$ cat src/rtl/width_gearbox_pkg.sv
// -----------------------------------------------------------------------------
// width_gearbox_pkg
// Shared helpers for the byte-granular stream width converters.
//   lead_ones(strb, nbits) : count of consecutive ones in strb from bit 0,
//                            looking at the low nbits bits only.
//   byte_mask(n, width)    : vector with the low min(n, width) bits set.
//   GEARBOX_CHECK_WIDTH    : elaboration-time check that a data width is a
//                            positive multiple of 8.
// -----------------------------------------------------------------------------

// Usage inside a module body: `GEARBOX_CHECK_WIDTH(g_label, WIDTH_PARAM)
`define GEARBOX_CHECK_WIDTH(label, w) \
    if ((((w) % 8) != 0) || ((w) < 8)) begin : label \
        $error("gearbox: width %0d is not a positive multiple of 8", (w)); \
    end

package width_gearbox_pkg;

    // Upper bound on strobe / buffer byte counts handled by the helpers.
    localparam int unsigned MAX_BYTES = 64;

    typedef logic [MAX_BYTES-1:0] strb_t;

    function automatic int unsigned lead_ones(input strb_t strb, input int unsigned nbits);
        int unsigned n;
        logic        run;
        n   = 0;
        run = 1'b1;
        for (int unsigned i = 0; i < MAX_BYTES; i++) begin
            if (run && (i < nbits) && strb[i]) begin
                n = n + 1;
            end else begin
                run = 1'b0;
            end
        end
        return n;
    endfunction

    function automatic strb_t byte_mask(input int unsigned n, input int unsigned width);
        strb_t m;
        m = '0;
        for (int unsigned i = 0; i < MAX_BYTES; i++) begin
            m[i] = (i < n) && (i < width);
        end
        return m;
    endfunction

endpackage

$ cat src/rtl/byte_shift_buf.sv
// -----------------------------------------------------------------------------
// byte_shift_buf
// IB+OB byte register. In one cycle it can pop OB bytes (shift the whole
// buffer down by OB bytes, zero-filling the top) and append k input bytes
// starting at byte offset offs_i (offset measured after the pop).
// Ports:
//   clk, rst   : clock, asynchronous active-high reset (buffer clears to 0)
//   pop_i      : shift down by OB bytes this cycle
//   push_i     : write k_i bytes of din_i at offset offs_i this cycle
//   offs_i     : append position (post-pop byte index)
//   k_i        : number of input bytes to append (0..IB)
//   din_i      : input beat, byte 0 in the LSBs
//   head_o     : lowest OB buffer bytes
// -----------------------------------------------------------------------------
module byte_shift_buf
    import width_gearbox_pkg::*;
#(
    parameter int unsigned IB = 3,
    parameter int unsigned OB = 4,
    parameter int unsigned CW = 3
) (
    input  logic              clk,
    input  logic              rst,
    input  logic              pop_i,
    input  logic              push_i,
    input  logic [CW-1:0]     offs_i,
    input  logic [CW-1:0]     k_i,
    input  logic [IB*8-1:0]   din_i,
    output logic [OB*8-1:0]   head_o
);

    localparam int unsigned NB  = IB + OB;
    localparam int unsigned NBW = NB * 8;

    logic [NBW-1:0] buf_q, buf_d;
    logic [NBW-1:0] kept, ins, wmask;
    logic [NB-1:0]  bmask;

    always_comb begin
        kept  = pop_i ? (buf_q >> (OB * 8)) : buf_q;
        bmask = NB'(byte_mask(32'(k_i), IB)) << offs_i;
        for (int unsigned j = 0; j < NB; j++) begin
            wmask[j*8 +: 8] = {8{bmask[j] & push_i}};
        end
        ins   = NBW'(din_i) << {offs_i, 3'b000};
        buf_d = (kept & ~wmask) | (ins & wmask);
    end

    // NOTE: the data buffer is reset as well because dout must read zero while
    // and after reset; bytes above cnt are otherwise never cleared.
    always_ff @(posedge clk or posedge rst) begin
        if (rst) begin
            buf_q <= '0;
        end else if (pop_i || push_i) begin
            buf_q <= buf_d;
        end
    end

    assign head_o = buf_q[OB*8-1:0];

endmodule

$ cat src/rtl/width_gearbox.sv
// -----------------------------------------------------------------------------
// width_gearbox
// Byte-granular valid/ready stream width converter for any pair of widths
// that are multiples of 8. Input bytes (leading run of strobe ones) are packed
// into an IB+OB byte shift buffer and leave as OB-byte words; a packet tail is
// flushed as a partial word with dout_last.
// Ports:
//   clk, rst                    : clock, asynchronous active-high reset
//   cen                         : clock enable, freezes everything when low
//   din, din_strb, din_last     : input beat (byte 0 in LSBs)
//   din_valid / din_ready       : input handshake
//   dout, dout_strb, dout_last  : output beat
//   dout_valid / dout_ready     : output handshake
// -----------------------------------------------------------------------------
module width_gearbox
    import width_gearbox_pkg::*;
#(
    parameter int DIN_WIDTH  = 24,
    parameter int DOUT_WIDTH = 32
) (
    input  logic                    clk,
    input  logic                    rst,
    input  logic                    cen,
    input  logic [DIN_WIDTH-1:0]    din,
    input  logic [DIN_WIDTH/8-1:0]  din_strb,
    input  logic                    din_last,
    input  logic                    din_valid,
    output logic                    din_ready,
    output logic [DOUT_WIDTH-1:0]   dout,
    output logic [DOUT_WIDTH/8-1:0] dout_strb,
    output logic                    dout_last,
    output logic                    dout_valid,
    input  logic                    dout_ready
);

    localparam int unsigned IB = DIN_WIDTH / 8;
    localparam int unsigned OB = DOUT_WIDTH / 8;
    localparam int unsigned NB = IB + OB;
    localparam int unsigned CW = $clog2(NB + 1);

    `GEARBOX_CHECK_WIDTH(g_chk_din, DIN_WIDTH)
    `GEARBOX_CHECK_WIDTH(g_chk_dout, DOUT_WIDTH)

    if (NB > MAX_BYTES) begin : g_chk_size
        $error("width_gearbox: IB+OB exceeds helper limit");
    end

    logic [CW-1:0] cnt_q, cnt_d;
    logic          flush_q, flush_d;
    logic [CW-1:0] k, popped, offs;
    logic          in_xfer, out_xfer;

    // Ready depends on registers only, so no path from dout_ready to din_ready.
    assign din_ready  = !flush_q && (cnt_q <= CW'(OB));
    assign dout_valid = (cnt_q >= CW'(OB)) || flush_q;
    assign dout_last  = flush_q && (cnt_q <= CW'(OB));
    assign dout_strb  = (cnt_q >= CW'(OB)) ? '1 : OB'(byte_mask(32'(cnt_q), OB));

    assign in_xfer  = cen && din_valid && din_ready;
    assign out_xfer = cen && dout_valid && dout_ready;

    always_comb begin
        // NOTE: every output of this block is assigned before any condition,
        // so no path leaves a value unassigned and no latch is inferred.
        k       = CW'(lead_ones(strb_t'(din_strb), IB));
        popped  = (cnt_q >= CW'(OB)) ? CW'(OB) : cnt_q;
        // Appended bytes land after whatever survives this cycle's pop.
        offs    = out_xfer ? (cnt_q - popped) : cnt_q;
        cnt_d   = in_xfer ? (offs + k) : offs;
        flush_d = flush_q;
        // Set and clear are exclusive: accepting a beat needs flush low,
        // while dout_last needs flush high.
        if (in_xfer && din_last) begin
            flush_d = 1'b1;
        end else if (out_xfer && dout_last) begin
            flush_d = 1'b0;
        end
    end

    // NOTE: state registers use non-blocking assignments so every flop samples
    // the pre-edge values regardless of process evaluation order.
    always_ff @(posedge clk or posedge rst) begin
        if (rst) begin
            cnt_q   <= '0;
            flush_q <= 1'b0;
        end else begin
            cnt_q   <= cnt_d;
            flush_q <= flush_d;
        end
    end

    byte_shift_buf #(
        .IB (IB),
        .OB (OB),
        .CW (CW)
    ) u_buf (
        .clk    (clk),
        .rst    (rst),
        .pop_i  (out_xfer),
        .push_i (in_xfer),
        .offs_i (offs),
        .k_i    (k),
        .din_i  (din),
        .head_o (dout)
    );

endmodule
$ cat config.mk
export PLATFORM = sky130hd
export DESIGN_NAME = width_gearbox
export DESIGN_NICKNAME = d
export VERILOG_FILES = /design/src/rtl/width_gearbox_pkg.sv /design/src/rtl/byte_shift_buf.sv /design/src/rtl/width_gearbox.sv
export SDC_FILE = /design/constraint.sdc
export NUM_CORES = 1
export LEC_CHECK = 0
export ABC_AREA = 1
export BUFFER_PORTS_ARGS = -buffer_cell sky130_fd_sc_hd__buf_2
export CAP_MARGIN = 20
export CORE_MARGIN = 10
export CORE_UTILIZATION = 30
export DETAILED_ROUTE_END_ITERATION = 8
export GPL_TIMING_DRIVEN = 0
export PLACE_DENSITY = 0.5
export SLEW_MARGIN = 20
export SYNTH_ARGS = -nofsm -noshare
export SYNTH_HDL_FRONTEND = slang
export SYNTH_SLANG_ARGS = --single-unit
$ cat constraint.sdc
create_clock -name clk -period 3.4 [get_ports clk]
set_input_delay 0.34 -clock clk [delete_from_list [all_inputs] [get_ports clk]]
set_output_delay 0.34 -clock clk [all_outputs]
set_load 0.1 [all_outputs]
**After elaboration in Yosys (flattened, before gate mapping)**

Cells that the tools add are included.

- Flip-flop bits (word level): 60
- Bits of input ports: 33
- Output and inout bits: 39
- Word-level logic and storage cells: 55

- Add/subtract/negate cells: 4
- Order comparisons: 9
- Shifts and indexed selects: 2
- Multiplexer cells: 12
- Bitwise logic cells: 11
- Reductions and logical operators: 14

Operators with widths:

| kind | count |
|---|---|
| 56-bit bitwise AND | 2 |
| 56-bit 2-to-1 mux | 1 |
| 56-bit inverter | 1 |
| 56-bit bitwise OR | 1 |
| 24-bit by 6-bit left shift with 56-bit output | 1 |
| 1-bit by 3-bit less-than comparator with 1-bit output (first input constant) | 4 |
| 3-bit 2-to-1 mux | 4 |
| 1-bit logical AND | 10 |
| 2-bit by 3-bit less-than comparator with 1-bit output (first input constant) | 3 |
| 1-bit bitwise AND | 7 |
| 3-bit by 3-bit left shift with 7-bit output | 1 |
| 1-bit 2-to-1 mux | 5 |
| 4-bit 2-to-1 mux | 1 |
| 3-bit by 1-bit adder with 3-bit output (second input constant) | 1 |
| 3-bit adder | 1 |
| 3-bit >= comparator (second input constant) | 1 |
| 3-bit less-or-equal comparator (second input constant) | 1 |
| 3-bit subtractor | 1 |
| 1-bit by 1-bit adder with 2-bit output (second input constant) | 1 |
| 1-bit logical OR | 2 |
| 2-bit 2-to-1 mux | 1 |
| 2-bit nonzero test | 1 |
| 1-bit zero test | 1 |

**Longest topological paths before layout**

Gate-level depths: netlist of the first run.

- Depth after elaboration: 11
- Depth in mapped cells: 12

**Cells and area by module**

A second synthesis of the first run with hierarchy kept.

- Cells, all modules: 574
- Area, all modules: 4038.9 um^2

By module, submodules not included:

| module | times used | cells each | area each (um^2) |
|---|---|---|---|
| byte_shift_buf | 1 | 510 | 3617.2 |
| width_gearbox | 1 | 64 | 421.7 |

**Least setup slack after synthesis of the first run**

OpenSTA, ideal clock, no wires.

- Path type: register to output
- From: register cnt_q[0]
- To: output port dout_strb[2]
- Arrival time: 3.133 ns
- Required time: 3.060 ns
- Path slack: -0.073 ns
- Stages on the path, launching flop included: 5
- Path through: dfrtp_1 > clkbuf_1 > clkbuf_1 > inv_1 > o21ai_0

- Word-level cells in the longest chain between the ends: 2
- Elaborated cells between the ends (all ways): 3
- Those cells by class: order compare (2); mux (1)

Ends and longest elaborated chain:

| what | line | RTL |
|---|---|---|
| start, declared | width_gearbox.sv:48 | `logic [CW-1:0] cnt_q, cnt_d;` |
| start signal, assigned | width_gearbox.sv:87 | `cnt_q <= cnt_d;` |
| 2-bit by 3-bit less-than comparator with 1-bit output / 3-bit >= comparator (equally long branches) | width_gearbox_pkg.sv:43, width_gearbox.sv:57 |  |
| 4-bit 2-to-1 mux (*) | width_gearbox.sv:57 | `assign dout_strb = (cnt_q >= CW'(OB)) ? '1 : OB'(byte_mask(32'(cnt_q), OB));` |
| end, declared | width_gearbox.sv:30 | `output logic [DOUT_WIDTH/8-1:0] dout_strb,` |

Mark *: on every way between the ends. The rest lies on a longest branch, timed or not.

**Final worst setup path of the first run**

Ends and elaborated chain as after synthesis.

==> results of run 1 <==
[path summary, 6_finish.rpt]
| check | startpoint | end | cells past startpoint |
|---|---|---|---|
| max | cnt_q[0]$_DFF_PP0_ | dout_strb[2] | 5 |
| min | din_last | flush_q$_DFFE_PP0P_ | 3 |
| max reg2reg | cnt_q[2]$_DFF_PP0_ | cnt_q[2]$_DFF_PP0_ | 9 |
| min reg2reg | flop | flop | 2 |
| max in group asynchronous | rst | cnt_q[1]$_DFF_PP0_ | 4 |
| min in group asynchronous | rst | async pin | 3 |
[kinds of logic after synthesis]
family,after synthesis,share of synthesized area
DFF,60,0.345
other,2,0.00172
buffers and inverters,104,0.135
xor gates and xnor gates,1,0.00201
adders and majority gates,4,0.0132
AOI/OAI and AO/OA,15,0.0172
and+or+nand+nor,405,0.486
[area by class of cell]
class	instances	area, um^2
multi-input cells	427	2260
inverters	41	159
flip-flops and latches	60	1500
plain buffers	63	432
fillers	1488	8740
clock buffers	13	260
repair buffers	73	393
well taps	180	225
clock inverters	3	68.8
[stage by stage]
step / area [um^2] / hold WS [ns]
after floorplan: 4350 / 0.450
after global placement: 4930 / 0.495
after detailed placement: 4960 / 0.282
after CTS: 5300 / 0.205
after global routing: 5300 / 0.227
final: 5300 / 0.206
[critical path, cell delays in order (launching register included)]
cell	delay (ns)
dfrtp_1	0.38
clkbuf_1	0.36
clkbuf_1	0.41
inv_1	0.11
o21ai_1	0.14
buf_2	0.44
[layout by cell type, fill, tap and decap left out, drive strengths merged]
master	n
nor2	36
a21oi	7
o21ai	8
clkinv	3
nand3b	17
nand2	184
bufinv	2
fa	1
dlygate4sd3	1
buf	129
ha	3
dfrtp	60
inv	39
nand4	24
nand3	144
xor2	1
conb	2
clkbuf	19
[routing by layer]
layer  wire [um]  up-vias  track usage  part of all wire
met5           0        -            0                 0
met1        6480     1889        0.186              0.47
met2        6330      115        0.220              0.46
li1            -     2086            -                 -
met3         853       16       0.0338             0.061
met4         238        0       0.0467             0.017
[power breakdown]
part	internal (uW)	switching [uW]	total, uW
sequential	967	174	1140
combinational	915	3020	3930
clock	684	343	1030
==> flow_metrics.py, run 1 <==
metrics = {
    "finish": {
        "antenna_cells": 0,
        "drive_above_1_share": 0.276,
        "finish.utilization": 0.378,
        "stdcell_count": 860,
        "nets": 712,
        "area_delta_synth_final_pct": 21.8,
    },
    "power": {
        "total_power_uw": 6100,
        "p_leak_uw": 0.00290,
        "peakVddDrop_mv": 0.597,
        "power_density_nw_per_um2": 1150,
    },
    "outcome": {
        "outcome": "complete, no violations",
    },
    "global_route": {
        "grt_max_degree": 47,
        "grt.total_usage": 0.141,
        "grt_pass1_wl_um": 22500,
        "grt-ovfl-total": 0,
        "antenna_found_initial": 0,
        "grt_pass1_vias": 4120,
    },
    "die": {
        "num_rows": 43,
        "core-area_um2": 14000,
        "die_x_um": 140,
        "io_pins": 72,
        "die_y_um": 140,
        "die_area_um2": 19700,
        "start_util": 0.310,
    },
    "logic_synthesis": {
        "synthesis.instances": 591,
        "synth_seq_cells": 60,
        "synth_most_common_cell": "nand2_1",
        "synth_edf_count": 0,
        "syn_area_per_cell_um2": 7.37,
        "ys_top_cells_by_area": "dfrtp_1 34%, nand3_1 16%, nand2_1 14%, buf_4 5.5%, nand4_1 3.3%",
        "yosysUniqueCellTypes": 32,
        "synth_area_um2": 4350,
        "synth.largest_area_cell": "dfrtp_1",
        "synth_common_cells": "162 x nand2_1, 137 x nand3_1, 60 x dfrtp_1",
        "yosysSeqAreaShare": 0.345,
        "ys_warn_count": 0,
        "synthesis.nets": 628,
        "synthArstFlopShare": 1.00,
        "synth_top_area_frac": 0.345,
        "ys.flop_type": "dfrtp_1",
    },
    "clocking": {
        "postCtsHoldBufs": 1,
        "cts.sink_count": 60,
        "cts_buffers": 9,
        "cts_tree": "built",
        "root_buffer": "clkbuf_16",
        "clkLatencyLatePin_ns": 0.34,
        "clk_pin_slew_ns": 0.06,
        "cts_buffer_depth": 2,
        "post_cts_buffers": 0,
        "post_cts_resized": 0,
        "htree_num_levels": 3,
    },
    "sta": {
        "worstMarginPinSlew_ns": 0.562,
        "tns_ns": 0,
        "rsz0062_at_grt": "no",
        "slew_viol_final": 0,
        "max-slew-margin-rel": 0.625,
        "fmax_mhz": 398,
        "period_share": 0.739,
        "finalHoldViolCount": 0,
        "fin_ws_ns": 0.887,
        "period_minus_slack_ns": 2.51,
        "fin_skew_ns": 0.00895,
        "setup_viol": 0,
    },
    "place": {
        "gp_congestion": 0.911,
        "dpl.hpwl_um": 11000,
        "dpl_worst_slack_ns": 0.973,
        "port_buffers": 71,
        "place_inst": 843,
    },
    "detailed_routing": {
        "drtAntennaViolNets": 0,
        "avgRoutedWirePerCell_um": 16.2,
        "dr.pass1.iters": 5,
        "drc": 0,
        "drt_wl_total_um": 13900,
        "viasPerCell": 4.77,
        "num_vias": 4106,
        "drtIter0Drc": 409,
    },
    "setup_path": {
        "startpoint_type": "flop",
        "worst-setup-path-type": "flop to primary output",
        "cp.required_ns": 3.06,
        "r2r_setup_slack_ns": 0.95,
        "critical_path.max_fanout": 10,
        "end_kind": "primary output",
        "cp.arrival_ns": 2.17,
    },
    "job": {
        "drv_cap": 0,
    },
    "min_path": {
        "hold_path.class": "input pin to flop",
    },
}
Power figures use the tool's default switching activity.
==> run 2, diff against run 1 <==
clock period = 2.4 ns   (was 3.4 ns; I/O delays follow)
==> flow_metrics.py, run 2 (synthesized netlist as in run 1, its figures left out) <==
metrics = {
    "power": {
        "internal_power_uw": 3420,
        "swShare": 0.596,
        "p_sw_uw": 5040,
        "combPwrFrac": 0.664,
        "power_density_nw_per_um2": 1600,
        "peakVddDrop_mv": 0.819,
        "p_leak_uw": 0.00289,
        "pwr-share-seq": 0.191,
        "clock_power_share": 0.145,
    },
    "die": {
        "num_rows": 43,
        "die_x_um": 140,
        "die_area_um2": 19700,
        "core-area_um2": 14000,
        "io_pins": 72,
        "start_util": 0.310,
        "die_y_um": 140,
    },
    "min_path": {
        "hold_path.startpoint": "din_last",
        "hold_path.class": "input pin to flop",
    },
    "global_route": {
        "grt_pass1_wl_um": 22300,
        "antenna_found_initial": 0,
        "grt-ovfl-total": 0,
        "grt_max_degree": 47,
        "grt_pass1_vias": 4145,
        "grt.total_usage": 0.141,
    },
    "setup_path": {
        "end_kind": "primary output",
        "worst-setup-path-type": "flop to primary output",
        "cp.required_ns": 2.16,
        "startpoint_type": "flop",
        "timing.rr.start": "cnt_q[2]$_DFF_PP0_",
        "critical_path.max_fanout": 10,
        "cp.arrival_ns": 1.98,
        "critPathLaunch": "cnt_q[0]$_DFF_PP0_",
    },
    "finish": {
        "stdcell_count": 861,
        "drive_above_1_share": 0.286,
        "layout_commonest_cell": "nand2_1",
        "antenna_cells": 0,
        "area_delta_synth_final_pct": 21.1,
        "nets": 713,
        "final_cell_mix": "162 x nand2_1, 137 x nand3_1, 82 x buf_2, 59 x dfrtp_1, 34 x buf_4",
    },
    "clocking": {
        "clkLatencyLatePin_ns": 0.34,
        "cts_tree": "built",
        "cts_buffers": 9,
        "root_buffer": "clkbuf_16",
        "cts_buffer_depth": 2,
        "clk_pin_slew_ns": 0.06,
        "htree_num_levels": 3,
        "cts.sink_count": 60,
    },
    "outcome": {
        "outcome": "complete, no violations",
    },
    "sta": {
        "rsz0062_at_grt": "no",
        "period_share": 0.927,
        "worstMarginPinSlew_ns": 0.576,
        "max-slew-margin-rel": 0.616,
        "slew_viol_final": 0,
        "period_minus_slack_ns": 2.22,
        "finalHoldViolCount": 0,
        "fin_skew_ns": 0.00504,
        "fmax_mhz": 450,
        "tns_ns": 0,
        "setup_viol": 0,
    },
    "detailed_routing": {
        "num_vias": 4098,
        "viasPerCell": 4.76,
        "dr.pass1.iters": 5,
        "drc": 0,
        "drt_wl_total_um": 13900,
        "drtIter0Drc": 376,
        "avgRoutedWirePerCell_um": 16.1,
        "drtAntennaViolNets": 0,
    },
    "place": {
        "dpl.hpwl_um": 11000,
        "gp_congestion": 0.942,
        "place_inst": 843,
        "port_buffers": 71,
    },
    "job": {
        "drv_cap": 0,
    },
}
==> run 2: cell count changes in the layout (fill, tap and decap cells not counted), moves of 2 or more <==
cell	change
clkinvlp_4	+2
bufinv_16	-2
clkinv_2	+4
clkbuf_1	-3
buf_4	+2
==> run 2: final cells by class <==
class	instances	area (um^2)
Buffer	63	433
Inverter	41	160
Timing Repair Buffer	74	403
Fill cell	1510	8770
Clock buffer	10	239
Multi-Input combinational cell	427	2270
Sequential cell	60	1500
Clock inverter	6	38.8
Tap cell	180	225
==> run 2: worst max-delay path, stage by stage, from the launching register on <==
cell	delay (ns)
dfrtp_1	0.40
clkbuf_1	0.37
clkbuf_2	0.30
inv_1	0.10
nand2_1	0.07
buf_2	0.42
==> run 2: metrics by stage <==
step	util	power [uW]	setup slack, ns	hold WS (ns)	instance area, um^2
2_1_floorplan	-	6230	0.144	0.350	4360
3_3_place_gp	0.352	7190	-0.136	0.440	4940
3_5_place_dp	0.354	7230	-0.0750	0.178	4970
4_1_cts	0.375	8490	0.0304	0.102	5260
5_1_grt	0.376	8950	0.0304	0.134	5280
6_report	0.376	8460	0.176	0.109	5280
==> run 2: metal layers <==
metal | vias to the layer above | track usage | wire [um]
met1 | 1887 | 0.187 | 6660
met2 | 108 | 0.214 | 6140
met3 | 21 | 0.0348 | 800
met5 | - | 0 | 0
met4 | 0 | 0.0516 | 304
li1 | 2082 | - | -
==> run 2: power by group through the flow <==
stage                     clock [uW]  sequential [uW]  combinational, uW
after floorplan                    0             1560               4670
after global placement             0             1620               5570
after detailed placement           0             1630               5600
after CTS                       1250             1620               5630
after global routing            1290             1670               5990
final                           1230             1620               5610
==> run 2: repair_timing <==
item / CTS / global route
hold buffers: 1 / 0
endpoints found under the setup margin: 3 / 4
buffers inserted: 0 / 1
resized for setup: 2 / 4
endpoints found under the hold margin: 14 / 0
gates cloned: 0 / 0
pin swaps: 0 / 1
==> run 2: worst paths after layout <==
kind	end	slack, ns	cells after the start
max in group asynchronous	cnt_q[2]$_DFF_PP0_	1.52	4
hold / removal	flush_q$_DFFE_PP0P_	0.11	3
setup / recovery	dout_strb[0]	0.18	5
setup reg to reg	cnt_q[1]$_DFF_PP0_	0.18	9
min in group asynchronous	async pin	0.37	3
hold reg to reg	flop	0.51	2
